File: src/rtl/ptp_bridge_avmm_rsp_gen.sv
// ---------------------------------------------------------------------------
// ptp_bridge_avmm_rsp_gen
//
// Builds the Avalon-MM read-response stream returned to the master. Every
// accepted read is classified as hit or miss against the address window
// [BASE_ADDR, BASE_ADDR+MAX_ADDR]. The hit/miss tag is queued in accept
// order. A miss is answered locally with ERR_DATA. A hit is answered with
// the next downstream response. Responses therefore leave in accept order.
//
// Optional build macro:
//   PTP_BRIDGE_AVMM_RSP_TIMEOUT_EN - adds a response timer. A hit that waits
//   TIMEOUT_CYCLES cycles is answered with ERR_DATA. Its late downstream
//   response is discarded when it arrives.
//
// Ports:
//   clk, rst                  clock, asynchronous active-high reset
//   igr_avmm_address/read/write  master request (writes get no response)
//   slv_avmm_readdata/valid   downstream read responses
//   egr_avmm_waitrequest      master stall (tracking FIFO full)
//   egr_avmm_readdata/valid   registered responses to the master
//   err_cnt                   saturating count of ERR_DATA responses
// ---------------------------------------------------------------------------
module ptp_bridge_avmm_rsp_gen #(
  parameter BASE_ADDR       = 'h0,
  parameter MAX_ADDR        = 'h8,
  parameter ADDR_WIDTH      = 8,
  parameter DATA_WIDTH      = 32,
  parameter MAX_OUTSTANDING = 4,
  parameter ERR_DATA        = 'hDEAD_BEEF,
  parameter TIMEOUT_CYCLES  = 256
) (
  input  logic                  clk,
  input  logic                  rst,
  input  logic [ADDR_WIDTH-1:0] igr_avmm_address,
  input  logic                  igr_avmm_read,
  input  logic                  igr_avmm_write,
  input  logic [DATA_WIDTH-1:0] slv_avmm_readdata,
  input  logic                  slv_avmm_readdatavalid,
  output logic                  egr_avmm_waitrequest,
  output logic [DATA_WIDTH-1:0] egr_avmm_readdata,
  output logic                  egr_avmm_readdatavalid,
  output logic [15:0]           err_cnt
);

  localparam int PW = (MAX_OUTSTANDING > 2) ? $clog2(MAX_OUTSTANDING) : 1;
  localparam int CW = PW + 1;

  // Writes are accepted upstream but never generate a response here.
  logic unused_write;
  assign unused_write = igr_avmm_write;

  // Order FIFO (1 = miss) and data FIFO state.
  logic                  ord_mem [MAX_OUTSTANDING];
  logic [PW-1:0]         ord_wr_reg, ord_rd_reg;
  logic [CW-1:0]         ord_cnt_reg, ord_cnt_next;
  logic [DATA_WIDTH-1:0] dat_mem [MAX_OUTSTANDING];
  logic [PW-1:0]         dat_wr_reg, dat_rd_reg;
  logic [CW-1:0]         dat_cnt_reg, dat_cnt_next;

  logic                  rsp_valid_reg;
  logic [DATA_WIDTH-1:0] rsp_data_reg;
  logic [15:0]           err_cnt_reg;

  // Range check. The extra MSB of adj is the borrow of the subtraction.
  logic [ADDR_WIDTH:0] adj;
  logic                miss;
  assign adj  = {1'b0, igr_avmm_address} - {1'b0, ADDR_WIDTH'(BASE_ADDR)};
  assign miss = adj[ADDR_WIDTH] | (adj[ADDR_WIDTH-1:0] > ADDR_WIDTH'(MAX_ADDR));

  logic accept, ord_nonempty, dat_nonempty, head_miss, drop_active, arrive;
  logic pop_miss, pop_hit, pop_to, pop_ord, bypass, dat_push, dat_pop, emit_err;

  assign egr_avmm_waitrequest = (ord_cnt_reg == CW'(MAX_OUTSTANDING));
  assign accept       = igr_avmm_read & ~egr_avmm_waitrequest;
  assign ord_nonempty = (ord_cnt_reg != '0);
  assign dat_nonempty = (dat_cnt_reg != '0);
  assign head_miss    = ord_mem[ord_rd_reg];

`ifdef PTP_BRIDGE_AVMM_RSP_TIMEOUT_EN
  localparam int TW = $clog2(TIMEOUT_CYCLES + 1);
  logic [TW-1:0] timer_reg;
  logic [7:0]    drop_cnt_reg;
  logic          discard;

  assign drop_active = (drop_cnt_reg != '0);
  assign discard     = slv_avmm_readdatavalid & drop_active;
  // Expiry is checked only when no usable data arrives this cycle, so a
  // response in the expiry cycle wins over the timeout.
  assign pop_to = ord_nonempty & ~head_miss & ~dat_nonempty & ~arrive &
                  (timer_reg == TW'(TIMEOUT_CYCLES - 1));

  always_ff @(posedge clk or posedge rst) begin
    if (rst) begin
      timer_reg    <= '0;
      drop_cnt_reg <= '0;
    end else begin
      if (pop_ord)
        timer_reg <= '0;
      else if (ord_nonempty & ~head_miss & ~dat_nonempty)
        timer_reg <= timer_reg + TW'(1);
      if (pop_to & ~discard) begin
        if (drop_cnt_reg != 8'hFF)
          drop_cnt_reg <= drop_cnt_reg + 8'd1;
      end else if (discard & ~pop_to) begin
        drop_cnt_reg <= drop_cnt_reg - 8'd1;
      end
    end
  end
`else
  assign drop_active = 1'b0;
  assign pop_to      = 1'b0;
`endif

  assign arrive   = slv_avmm_readdatavalid & ~drop_active;
  assign pop_miss = ord_nonempty & head_miss;
  // A hit at the head may take the response straight off the downstream
  // bus, which gives the one-cycle hit latency.
  assign pop_hit  = ord_nonempty & ~head_miss & (dat_nonempty | arrive);
  assign bypass   = pop_hit & ~dat_nonempty;
  assign pop_ord  = pop_miss | pop_hit | pop_to;
  assign emit_err = pop_miss | pop_to;
  assign dat_push = arrive & ~bypass;
  assign dat_pop  = pop_hit & dat_nonempty;

  always_comb begin
    ord_cnt_next = ord_cnt_reg;
    dat_cnt_next = dat_cnt_reg;
    if (accept & ~pop_ord)
      ord_cnt_next = ord_cnt_reg + CW'(1);
    else if (~accept & pop_ord)
      ord_cnt_next = ord_cnt_reg - CW'(1);
    if (dat_push & ~dat_pop)
      dat_cnt_next = dat_cnt_reg + CW'(1);
    else if (~dat_push & dat_pop)
      dat_cnt_next = dat_cnt_reg - CW'(1);
  end

  // Storage arrays carry no reset; the pointers and counts define validity.
  always_ff @(posedge clk) begin
    if (accept)
      ord_mem[ord_wr_reg] <= miss;
    if (dat_push)
      dat_mem[dat_wr_reg] <= slv_avmm_readdata;
  end

  always_ff @(posedge clk or posedge rst) begin
    if (rst) begin
      ord_wr_reg    <= '0;
      ord_rd_reg    <= '0;
      ord_cnt_reg   <= '0;
      dat_wr_reg    <= '0;
      dat_rd_reg    <= '0;
      dat_cnt_reg   <= '0;
      rsp_valid_reg <= 1'b0;
      rsp_data_reg  <= '0;
      err_cnt_reg   <= '0;
    end else begin
      ord_cnt_reg <= ord_cnt_next;
      dat_cnt_reg <= dat_cnt_next;
      if (accept)   ord_wr_reg <= ord_wr_reg + PW'(1);
      if (pop_ord)  ord_rd_reg <= ord_rd_reg + PW'(1);
      if (dat_push) dat_wr_reg <= dat_wr_reg + PW'(1);
      if (dat_pop)  dat_rd_reg <= dat_rd_reg + PW'(1);

      rsp_valid_reg <= pop_ord;
      if (emit_err)
        rsp_data_reg <= DATA_WIDTH'(ERR_DATA);
      else if (pop_hit)
        rsp_data_reg <= bypass ? slv_avmm_readdata : dat_mem[dat_rd_reg];

      if (emit_err && err_cnt_reg != 16'hFFFF)
        err_cnt_reg <= err_cnt_reg + 16'd1;
    end
  end

  assign egr_avmm_readdatavalid = rsp_valid_reg;
  assign egr_avmm_readdata      = rsp_data_reg;
  assign err_cnt                = err_cnt_reg;

endmodule
File: config.mk
export PLATFORM = sky130hd
export DESIGN_NAME = ptp_bridge_avmm_rsp_gen
export DESIGN_NICKNAME = d
export VERILOG_FILES = /design/src/rtl/ptp_bridge_avmm_rsp_gen.sv
export SDC_FILE = /design/constraint.sdc
export NUM_CORES = 1
export LEC_CHECK = 0
export ABC_CLOCK_PERIOD_IN_PS = 3380
export BUFFER_PORTS_ARGS = -buffer_cell sky130_fd_sc_hd__clkbuf_2
export CORE_MARGIN = 1
export CORE_UTILIZATION = 35
export DETAILED_ROUTE_END_ITERATION = 10
export GPL_ROUTABILITY_DRIVEN = 0
export HOLD_SLACK_MARGIN = 0.03
export PLACE_DENSITY = 0.61
export SETUP_SLACK_MARGIN = 0.4
export SYNTH_ARGS = -nofsm -noshare
export SYNTH_HDL_FRONTEND = slang
export SYNTH_SLANG_ARGS = --single-unit
export TNS_END_PERCENT = 30
File: constraint.sdc
create_clock -name clk -period 3.38 [get_ports clk]
set_input_delay 0.338 -clock clk [delete_from_list [all_inputs] [get_ports clk]]
set_output_delay 0.338 -clock clk [all_outputs]
set_load 0.01 [all_outputs]
==> impl_results.md <==
* Hold_sp: slv_avmm_readdata[5]
* CTS Buf Count at 17
* Mapped cell area at approximately 0.008 mm2
* Int Pwr at 5450 uW
* Outcome: finished, final reports clean
* DR vias at 4,459
* Wire length per cell at between 15 and 20 um
* Vias in the first global route at 4,761
* Clock skew at between 0.009 and 0.01 ns
* Pwr per Cell Area at ~870 mW/mm2
* Clk slew on worst S/H paths at 0.07 ns
* Vias per cell at 5.02
* Hold Path Cell Cnt at 1
* Initial antenna violation count at 1
* Sw power at 2790 uW
* Worst Hold End: dat_mem[3][5]$_DFFE_PP_
* Mapped Cells at 492
* Post-synthesis register bit count at 195
* Worst Hold Class: in -> reg
* Std-Cell Rows at between 50 and 60
* Global-route wire length before repair at 25.9 mm
* Prevailing post-synth register cell: edfxtp_1
* N_diodes at 0
* Die footprint at 0.0235 mm2
* Initial DRT Pass Iterations at 4
* Top Ports at 95
* Core area at between 0.02 and 0.025 mm2
* RSZ-0062 raised after global routing: no
* Sw Ratio at ~34%
* Detail Route Antenna Nets at 0
* Pin count of the biggest net entering global routing at 48
* Overall Global Routing Usage at 14.7%
* Cell area after layout at 0.00951 mm2
* Clock Path Buffers at 2
* Flop-to-flop setup slack at approximately 0.93 ns
* Final Max Slew Viols at 0
* Mapped Avg Cell Area at 16.3 um2
* Synth async-reset ratio at ~32%
* Startpoint types: register
* RR Endpoint: ord_cnt_reg[2]$_DFFE_PP0P_
* CTS root buf: clkbuf_16
* R2r startpoint: ord_rd_reg[0]$_DFFE_PP0P_
* Netlist cell types at 47
* Highest-count cells in the layout ignoring fill and taps: 132 x edfxtp_1, 93 x clkbuf_2, 61 x dfrtp_1, 33 x mux4_2, 32 x o21ai_0
* Pre-CTS WS at 0.936 ns
* Synth-to-layout area growth at 18.5%
* Worst endpoint required time at 3.73 ns
* Routed WL at between 15 and 20 mm
* Worst-margin pin slew at approximately 1.1 ns
* Placed Area at 0.00890 mm2
* CP endpoint kind: register
* Kind of critical path: reg -> reg
* EDFF count, synth at 132
* Comb power frac at 31.2%
* Starting DRT DRC Count at between 200 and 250
* Clock Latency Late Sink at 0.44 ns
* H-tree lvl count at 4
* CTS Sinks at between 150 and 200
* Setup ws final at 0.926 ns
* Clk pwr share at 24.7%
* Die Ht at between 150 and 200 um
* Slew HR at 27.8%
* Sequential share of the synthesized area at 69.0%
* Non-filler instance count after layout at 889
* Hold_buf cts at 0
* Tmin final at 2.45 ns
* Most common cell after layout, fill and taps aside: edfxtp_1
* Final-stage net count at 649
* Max reg flops at 128
* Fmax at 408 MHz
* Endpoints failing setup at 0
* Post-Syn Nets at 550
* Ys Warns at 0
* Final-report hold violation count at 0
* CTS tree: built
* Total setup buffers inserted after CTS at 0
* Arrival @ worst endpoint at 2.80 ns
* Post-cts gate resize count at 0
* Max-cap violations at 0
* Input/output buffers at 93
* Die Wd at 153 um
* Setup TNS at 0 ns
* Proportion of layout cells with a drive suffix above 1 at between 30 and 40%
* Dpl cells at 857
* Final Cycle Share at 72.6%
* Flop pwr share at 44.1%
* Max Fanout on Critical Path at 4
* Detailed placement HPWL at slightly above 10 mm
* Peak VDD IR at around 0.42 mV
* Remaining DRCs at 0
* Grt total ovfl at 0
* Pleak at 0.00355 uW
* Initial core utilization at 35.5%
* R2r worst-path depth at 8
## metal layers
metal	vias up	global-route usage [%]	share of wire (%)
met5	-	0	0.068
met4	2	5.19	1.4
met1	2265	18.0	42
met3	20	4.48	6.0
li1	2066	-	-
met2	106	24.4	50
## critical path: stages (launching register included)
cell	delay [ns]
dfrtp_1	0.40
mux4_2	0.61
o31ai_4	0.26
ha_1	0.23
inv_1	0.06
fa_1	0.37
xor2_1	0.15
nor2_1	0.11
xor2_1	0.17
## cell type report
cell class | count | area (um2)
clock buffer | 17 | 425
clock inverter | 15 | 184
fill | 2061 | 13100
inverter | 9 | 33.8
multi-input combinational | 263 | 2350
sequential | 195 | 5540
tap | 285 | 357
timing repair buffer | 105 | 618
## kinds of logic (layout without fill, tap and decap cells)
kind of cell / count (synthesis) / count (layout) / share of synthesized area, %
DFF: 195 / 195 / 69.0
adders and majority gates: 13 / 13 / 2.21
buffers and inverters: 34 / 146 / 1.84
and+or+nand+nor: 118 / 118 / 9.03
muxes: 45 / 45 / 10.8
xor gates and xnor gates: 27 / 27 / 2.95
AOI/OAI and AO/OA: 60 / 60 / 4.10
## cells in the mapped netlist, types with 2 or more instances
master	count	area share [%]
buf_2	7	0.44
fa_1	2	0.50
xnor2_1	11	1.2
dfrtp_1	63	20
nand2_1	16	0.75
nor2_1	28	1.3
inv_1	8	0.37
nand3_1	5	0.31
o21ai_0	32	2.0
nand4_1	4	0.31
a21oi_1	23	1.4
mux2_2	3	0.42
mux4_2	33	9.3
nor4_1	3	0.23
mux2i_1	8	1.0
and4_1	2	0.22
and2_1	9	0.70
nand4_2	2	0.31
clkbuf_1	15	0.70
nor4_2	3	0.47
xor2_1	16	1.7
edfxtp_1	132	49
nand3b_1	23	2.2
or3_1	4	0.31
nor3_1	6	0.37
ha_1	11	1.7
nor4b_2	2	0.37
nor3b_1	2	0.19
## through the flow
step | hold slack (ns) | total power [uW] | util, %
after floorplan | 0.437 | 5410 | -
after global placement | 0.468 | 6200 | 39.4
after detailed placement | 0.470 | 6340 | 39.4
after CTS | 0.116 | 8390 | 42.1
after global routing | 0.121 | 8750 | 42.1
final | 0.133 | 8240 | 42.1
## worst max-delay path by stage
stage,start,endpoint
CTS,ord_rd_reg[0]$_DFFE_PP0P_,ord_cnt_reg[2]$_DFFE_PP0P_
global placement,ord_rd_reg[0]$_DFFE_PP0P_,ord_cnt_reg[2]$_DFFE_PP0P_
global route,ord_rd_reg[0]$_DFFE_PP0P_,ord_cnt_reg[2]$_DFFE_PP0P_
detailed placement,ord_rd_reg[0]$_DFFE_PP0P_,dat_cnt_reg[1]$_DFFE_PP0P_
floorplan,ord_rd_reg[0]$_DFFE_PP0P_,ord_cnt_reg[2]$_DFFE_PP0P_
finish,ord_rd_reg[0]$_DFFE_PP0P_,ord_cnt_reg[2]$_DFFE_PP0P_
## power by group through the flow
stage / Combinational, uW / Clock, uW / Sequential, uW
after floorplan: 1840 / 0 / 3570
after global placement: 2540 / 0 / 3670
after detailed placement: 2630 / 0 / 3710
after CTS: 2640 / 2090 / 3660
after global routing: 2860 / 2170 / 3720
final: 2570 / 2040 / 3630
(Power assumes the default switching activity.)
